<file path="config.mk">
export PLATFORM = sky130hd
export DESIGN_NAME = inst_encoder_loader
export DESIGN_NICKNAME = d
export VERILOG_FILES = /design/src/rtl/rv32_enc_pkg.sv /design/src/rtl/inst_packer.sv /design/src/rtl/inst_encoder_loader.sv
export SDC_FILE = /design/constraint.sdc
export NUM_CORES = 1
export LEC_CHECK = 0
export ABC_AREA = 1
export CAP_MARGIN = 20
export CORE_MARGIN = 1
export CORE_UTILIZATION = 45
export CTS_CLUSTER_SIZE = 30
export DETAILED_ROUTE_END_ITERATION = 6
export GPL_TIMING_DRIVEN = 0
export PLACE_DENSITY_LB_ADDON = 0.12
export REMOVE_ABC_BUFFERS = 1
export SLEW_MARGIN = 10
export SYNTH_ARGS = -nofsm -noshare
export SYNTH_HDL_FRONTEND = slang
export SYNTH_SLANG_ARGS = --single-unit
</file>
<file path="constraint.sdc">
create_clock -name clk -period 2.91 [get_ports clk]
set_input_delay 0.4365 -clock clk [delete_from_list [all_inputs] [get_ports clk]]
set_output_delay 0.4365 -clock clk [all_outputs]
set_load 0.1 [all_outputs]
</file>
<file path="src/rtl/rv32_enc_pkg.sv">
// Shared RV32I encoder definitions: instruction type codes, opcodes and the
// field bundle handed from the loader to the packer.
package rv32_enc_pkg;

    typedef enum logic [3:0] {
        IT_NONE  = 4'd0,
        IT_LOAD  = 4'd1,
        IT_STORE = 4'd2,
        IT_RTYPE = 4'd3,
        IT_IALU  = 4'd4
    } inst_type_e;

    localparam logic [6:0] OPC_LOAD  = 7'b0000011;
    localparam logic [6:0] OPC_STORE = 7'b0100011;
    localparam logic [6:0] OPC_OP    = 7'b0110011;
    localparam logic [6:0] OPC_OPIMM = 7'b0010011;

    localparam logic [31:0] NOP = 32'h0000_0013;

    typedef enum logic [1:0] {
        IDLE  = 2'd0,
        LOAD  = 2'd1,
        FLUSH = 2'd2
    } load_state_e;

    typedef struct packed {
        inst_type_e  itype;
        logic [4:0]  rd;
        logic [4:0]  rs1;
        logic [4:0]  rs2;
        logic [2:0]  func3;
        logic [6:0]  func7;
        logic [11:0] imm;
    } fields_t;

endpackage

</file>
<file path="src/rtl/inst_packer.sv">
// Combinational field-to-word RV32I encoder; unknown types become a NOP and
// raise unsup_o.
module inst_packer
    import rv32_enc_pkg::*;
(
    input  fields_t     f_i,
    output logic [31:0] word_o,
    output logic        unsup_o
);

    always_comb begin
        word_o  = NOP;
        unsup_o = 1'b0;
        case (f_i.itype)
            IT_LOAD:  word_o = {f_i.imm, f_i.rs1, f_i.func3, f_i.rd, OPC_LOAD};
            IT_STORE: word_o = {f_i.imm[11:5], f_i.rs2, f_i.rs1, f_i.func3,
                                f_i.imm[4:0], OPC_STORE};
            IT_RTYPE: word_o = {f_i.func7, f_i.rs2, f_i.rs1, f_i.func3, f_i.rd, OPC_OP};
            IT_IALU: begin
                // Shift-immediates carry funct7 in the upper immediate bits
                if (f_i.func3 == 3'b001 || f_i.func3 == 3'b101)
                    word_o = {f_i.func7, f_i.imm[4:0], f_i.rs1, f_i.func3, f_i.rd, OPC_OPIMM};
                else
                    word_o = {f_i.imm, f_i.rs1, f_i.func3, f_i.rd, OPC_OPIMM};
            end
            default:  unsup_o = 1'b1;
        endcase
    end

endmodule

</file>
<file path="src/rtl/inst_encoder_loader.sv">
// Streams decoded instruction bundles into instruction memory as packed RV32I
// words, one word per cycle, behind a single output register stage.
module inst_encoder_loader
    import rv32_enc_pkg::*;
#(
    parameter int ADDR_W    = 10,
    parameter int DEPTH     = 256,
    parameter int BASE_ADDR = 0,
    localparam int CNT_W    = $clog2(DEPTH + 1)
)(
    input  logic              clk,
    input  logic              rst,
    input  logic              start,
    input  logic              in_valid,
    output logic              in_ready,
    input  logic              in_last,
    input  logic [3:0]        inst_type,
    input  logic [4:0]        rd,
    input  logic [4:0]        rs1,
    input  logic [4:0]        rs2,
    input  logic [2:0]        func3,
    input  logic [6:0]        func7,
    input  logic [11:0]       immediate,
    output logic              imem_we,
    output logic [ADDR_W-1:0] imem_addr,
    output logic [31:0]       imem_wdata,
    output logic [CNT_W-1:0]  count,
    output logic              busy,
    output logic              done,
    output logic              err
);

    load_state_e       state_q, state_d;
    logic              we_q;
    logic [ADDR_W-1:0] addr_q, wptr_q;
    logic [31:0]       wdata_q;
    logic [CNT_W-1:0]  cnt_q;
    logic              err_q;

    fields_t           fields;
    logic [31:0]       word;
    logic              unsup;
    logic [CNT_W:0]    occ;
    logic              full, ready, xfer, sess_start;

    assign fields = '{itype: inst_type_e'(inst_type), rd: rd, rs1: rs1, rs2: rs2,
                      func3: func3, func7: func7, imm: immediate};

    inst_packer u_packer (
        .f_i     (fields),
        .word_o  (word),
        .unsup_o (unsup)
    );

    // Occupancy counts the word still sitting in the output register
    always_comb begin
        occ        = {1'b0, cnt_q} + (CNT_W+1)'(we_q);
        full       = (occ == (CNT_W+1)'(DEPTH));
        ready      = (state_q == LOAD) && !full;
        xfer       = in_valid && ready;
        sess_start = (state_q == IDLE) && start;
    end

    always_comb begin
        state_d = state_q;
        done    = 1'b0;
        case (state_q)
            IDLE:  if (start) state_d = LOAD;
            LOAD:  if (xfer && (in_last || (occ + (CNT_W+1)'(1)) == (CNT_W+1)'(DEPTH)))
                       state_d = FLUSH;
            FLUSH: if (!we_q) begin
                       done    = 1'b1;
                       state_d = IDLE;
                   end
            default: state_d = IDLE;
        endcase
    end

    always_ff @(posedge clk) begin
        if (rst) begin
            state_q <= IDLE;
            we_q    <= 1'b0;
            addr_q  <= ADDR_W'(BASE_ADDR);
            wptr_q  <= ADDR_W'(BASE_ADDR);
            wdata_q <= '0;
            cnt_q   <= '0;
            err_q   <= 1'b0;
        end else begin
            state_q <= state_d;
            we_q    <= xfer;
            if (sess_start) begin
                cnt_q  <= '0;
                err_q  <= 1'b0;
                addr_q <= ADDR_W'(BASE_ADDR);
                wptr_q <= ADDR_W'(BASE_ADDR);
            end else begin
                cnt_q <= cnt_q + CNT_W'(we_q);
            end
            if (xfer) begin
                addr_q  <= wptr_q;
                wptr_q  <= wptr_q + ADDR_W'(4);
                wdata_q <= word;
                if (unsup) err_q <= 1'b1;
            end
        end
    end

    assign in_ready   = ready;
    assign imem_we    = we_q;
    assign imem_addr  = addr_q;
    assign imem_wdata = wdata_q;
    assign count      = cnt_q;
    assign busy       = (state_q != IDLE);
    assign err        = err_q;

endmodule

</file>
==> impl_metrics.toml <==
[outcome]
status = "finished, final reports clean"

[final_layout]
n_antenna_cell = 0
mostFrequentLayoutCells = "97 x clkdlybuf4s50_1, 92 x nand2_1, 58 x nand3_1, 58 x dfxtp_1, 34 x inv_1"
nNetsFinal = 520
drive_above_1_share = 0.0905
final_common_cell = "clkdlybuf4s50_1"
fillers = 536
area_growth_pct = 46.3
instances_no_fill = 550

[placement]
dpl.cell_count = 529
port_buffers = 98
post-dp-hpwl_um = 4810
finalWeightedCongestion = 0.824
place_ws_ns = -0.795

[job]
maxCapViolations = 0

[die]
dieArea_um2 = 6380
die_x_um = 79.9
fp.coreArea_um2 = 5890
die_h_um = 79.9
rows = 28
initial_core_util = 0.464
io_pins = 102

[critical_path]
setup.worst_path.end_class = "flop"
path_class = "in -> reg"
path_cells = "clkdlybuf4s50_1, inv_1, nand2_1, inv_1, nand2_1, a21boi_0"
crit_family = "buffers and inverters"
cpPeakStageDelay_ns = 1.05
r2r-start = "imem_we$_SDFF_PP0_"
startpoint = "rst"
slowest_stage = "clkdlybuf4s50_1"
path_buf_inv = 3
cp.arrival_ns = 2.91
cp_max_fo = 22
critPathLaunchType = "primary input"
required_ns = 3.11

[detailed_routing]
dr.pass1.iters = 4
drt-wirelength-per-cell_um = 12.7
avgViaCountPerCell = 5.05
drcViolationCount = 0
drt_wl_total_um = 7010
drtIter0Drc = 110
ant_nets = 0
vias = 2780

[global_route]
grt_pass1_vias = 2528
antenna_found_initial = 0
grtUsageTotal = 0.225
grt_pass1_wl_um = 11000
grt_max_degree = 36
grt.overflow.total = 0

[logic_synthesis]
synth.lib_cells_used.distinct = 31
ys_seq_area_frac = 0.425
ys_top_cells_by_area = "dfxtp_1 43%, nand2_1 13%, nand3_1 11%"
synth_enable_flop_cells = 0
yosysTopAreaCell = "dfxtp_1"
synth_top_area_share = 0.425
synth_area_per_cell_um2 = 7.36
synth_area_um2 = 2730
synth_warnings = 0
synthCells = 371
ys_ff_latch = 58
postSynth.asyncResetShare = 0
yosys_most_used_dff = "dfxtp_1"

[power]
peakVddDrop_uv = 302
p_leak_nw = 1.65
powerDensity_nw_per_um2 = 504

[timing]
finalSetupViolCount = 0
setup_ws_ns = 0.199
holdWs_ns = 0.445
tightest_slew_ns = 1.03
finalCriticalPeriod_ns = 2.71
skew_ns = 0.00786
max_freq_ghz = 0.369
finalMaxSlewViolations = 0
finalSetupTns_ns = 0
rsz0062_at_grt = "false"
min_period_over_period = 0.932
max-slew-margin-rel = 0.313
final_hold_viol_count = 0

[min_path]
min_from = "imem_addr[5]$_SDFFE_PP0P_"
hp-class = "reg -> reg"

[cts]
clk_latency_ns = 0.34
cts_buffers = 9
cts_root_buf = "clkbuf_8"
clock-sinks = 58
htree_levels = 3
path_clk_slew_ns = 0.07
clock_path_buffers = 2
cts_hold_buffers = 0
cts_tree = "done"
==> synth_stat cells, types with 2 or more instances <==
| library cell | number |
|---|---|
| nor2_2 | 2 |
| nand3b_1 | 4 |
| buf_4 | 8 |
| buf_2 | 2 |
| nand3_2 | 2 |
| nor2_4 | 2 |
| o21ai_2 | 9 |
| dfxtp_1 | 58 |
| a21oi_1 | 16 |
| nor2_1 | 32 |
| nand3_1 | 58 |
| xor2_1 | 2 |
| nand4_1 | 2 |
| a21boi_0 | 2 |
| inv_1 | 34 |
| ha_1 | 4 |
| clkbuf_1 | 6 |
| a22oi_1 | 12 |
| nand2_1 | 92 |
| xnor2_1 | 2 |
| o21ai_0 | 12 |
==> sequential cells by signal (all words and copies together), names as in the netlist <==
name,cells
count,9
err,1
imem_addr,9
imem_wdata,28
imem_we,1
state_q,2
wptr_q,8
==> kinds of logic (layout without fill, tap and decap cells) <==
kind of cell | count (synthesis) | count (layout) | synth area share
and+or+nand+nor | 199 | 200 | 0.333
DFF | 58 | 58 | 0.425
AOI/OAI and AO/OA | 53 | 53 | 0.123
buffers and inverters | 52 | 153 | 0.0862
adders and majority gates | 4 | 4 | 0.0183
xor gates and xnor gates | 4 | 4 | 0.0128
other | 1 | 3 | 0.00137
==> worst min-delay path, delay by kind of cell (launching register included) <==
kind          cells  cell delay (ns)
flops             1             0.31
simple gates      2             0.10
==> cell type report <==
class / count / area (µm²) / share of cell area
Clock buffer: 12 / 165 / 0.0413
Clock inverter: 4 / 72.6 / 0.0182
Inverter: 35 / 131 / 0.0329
Multi-Input combinational cell: 264 / 1360 / 0.340
Sequential cell: 58 / 1160 / 0.291
Tap cell: 75 / 93.8 / 0.0235
Timing Repair Buffer: 102 / 1010 / 0.253
==> layer usage <==
metal	vias up	GRT usage	wire, µm
li1	1411	-	-
met5	-	0	0
met2	77	0.372	3200
met3	9	0.0789	517
met1	1283	0.259	3190
met4	0	0.102	99
==> through the flow <==
step | util | power (W) | area, µm²
2_1_floorplan | - | 0.00102 | 2630
3_3_place_gp | 0.630 | 0.00114 | 3710
3_5_place_dp | 0.630 | 0.00115 | 3710
4_1_cts | 0.673 | 0.00202 | 3960
5_1_grt | 0.679 | 0.00208 | 4000
6_report | 0.679 | 0.00201 | 4000
==> where the power goes <==
part / leakage [nW] / internal, W / switching (W)
sequential: 0.468 / 0.000806 / 0.00000761
clock: 0.119 / 0.000551 / 0.000326
combinational: 1.06 / 0.000104 / 0.000221
==> timing repair <==
action,4_1_cts,5_1_grt
gates cloned,0,1
gates resized for setup,8,1
pin swaps,1,1
setup endpoints to repair,1,16
setup buffers,1,3
==> path summary, 6_finish.rpt <==
check                              endpoint  slack, ns  cells after the start
setup / recovery  imem_addr[2]$_SDFFE_PP0P_       0.20                      6
hold / removal    imem_addr[5]$_SDFFE_PP0P_       0.45                      2
setup reg to reg  imem_addr[2]$_SDFFE_PP0P_       0.33                     13
hold reg to reg   imem_addr[5]$_SDFFE_PP0P_       0.45                      2
(Power assumes the default switching activity.)
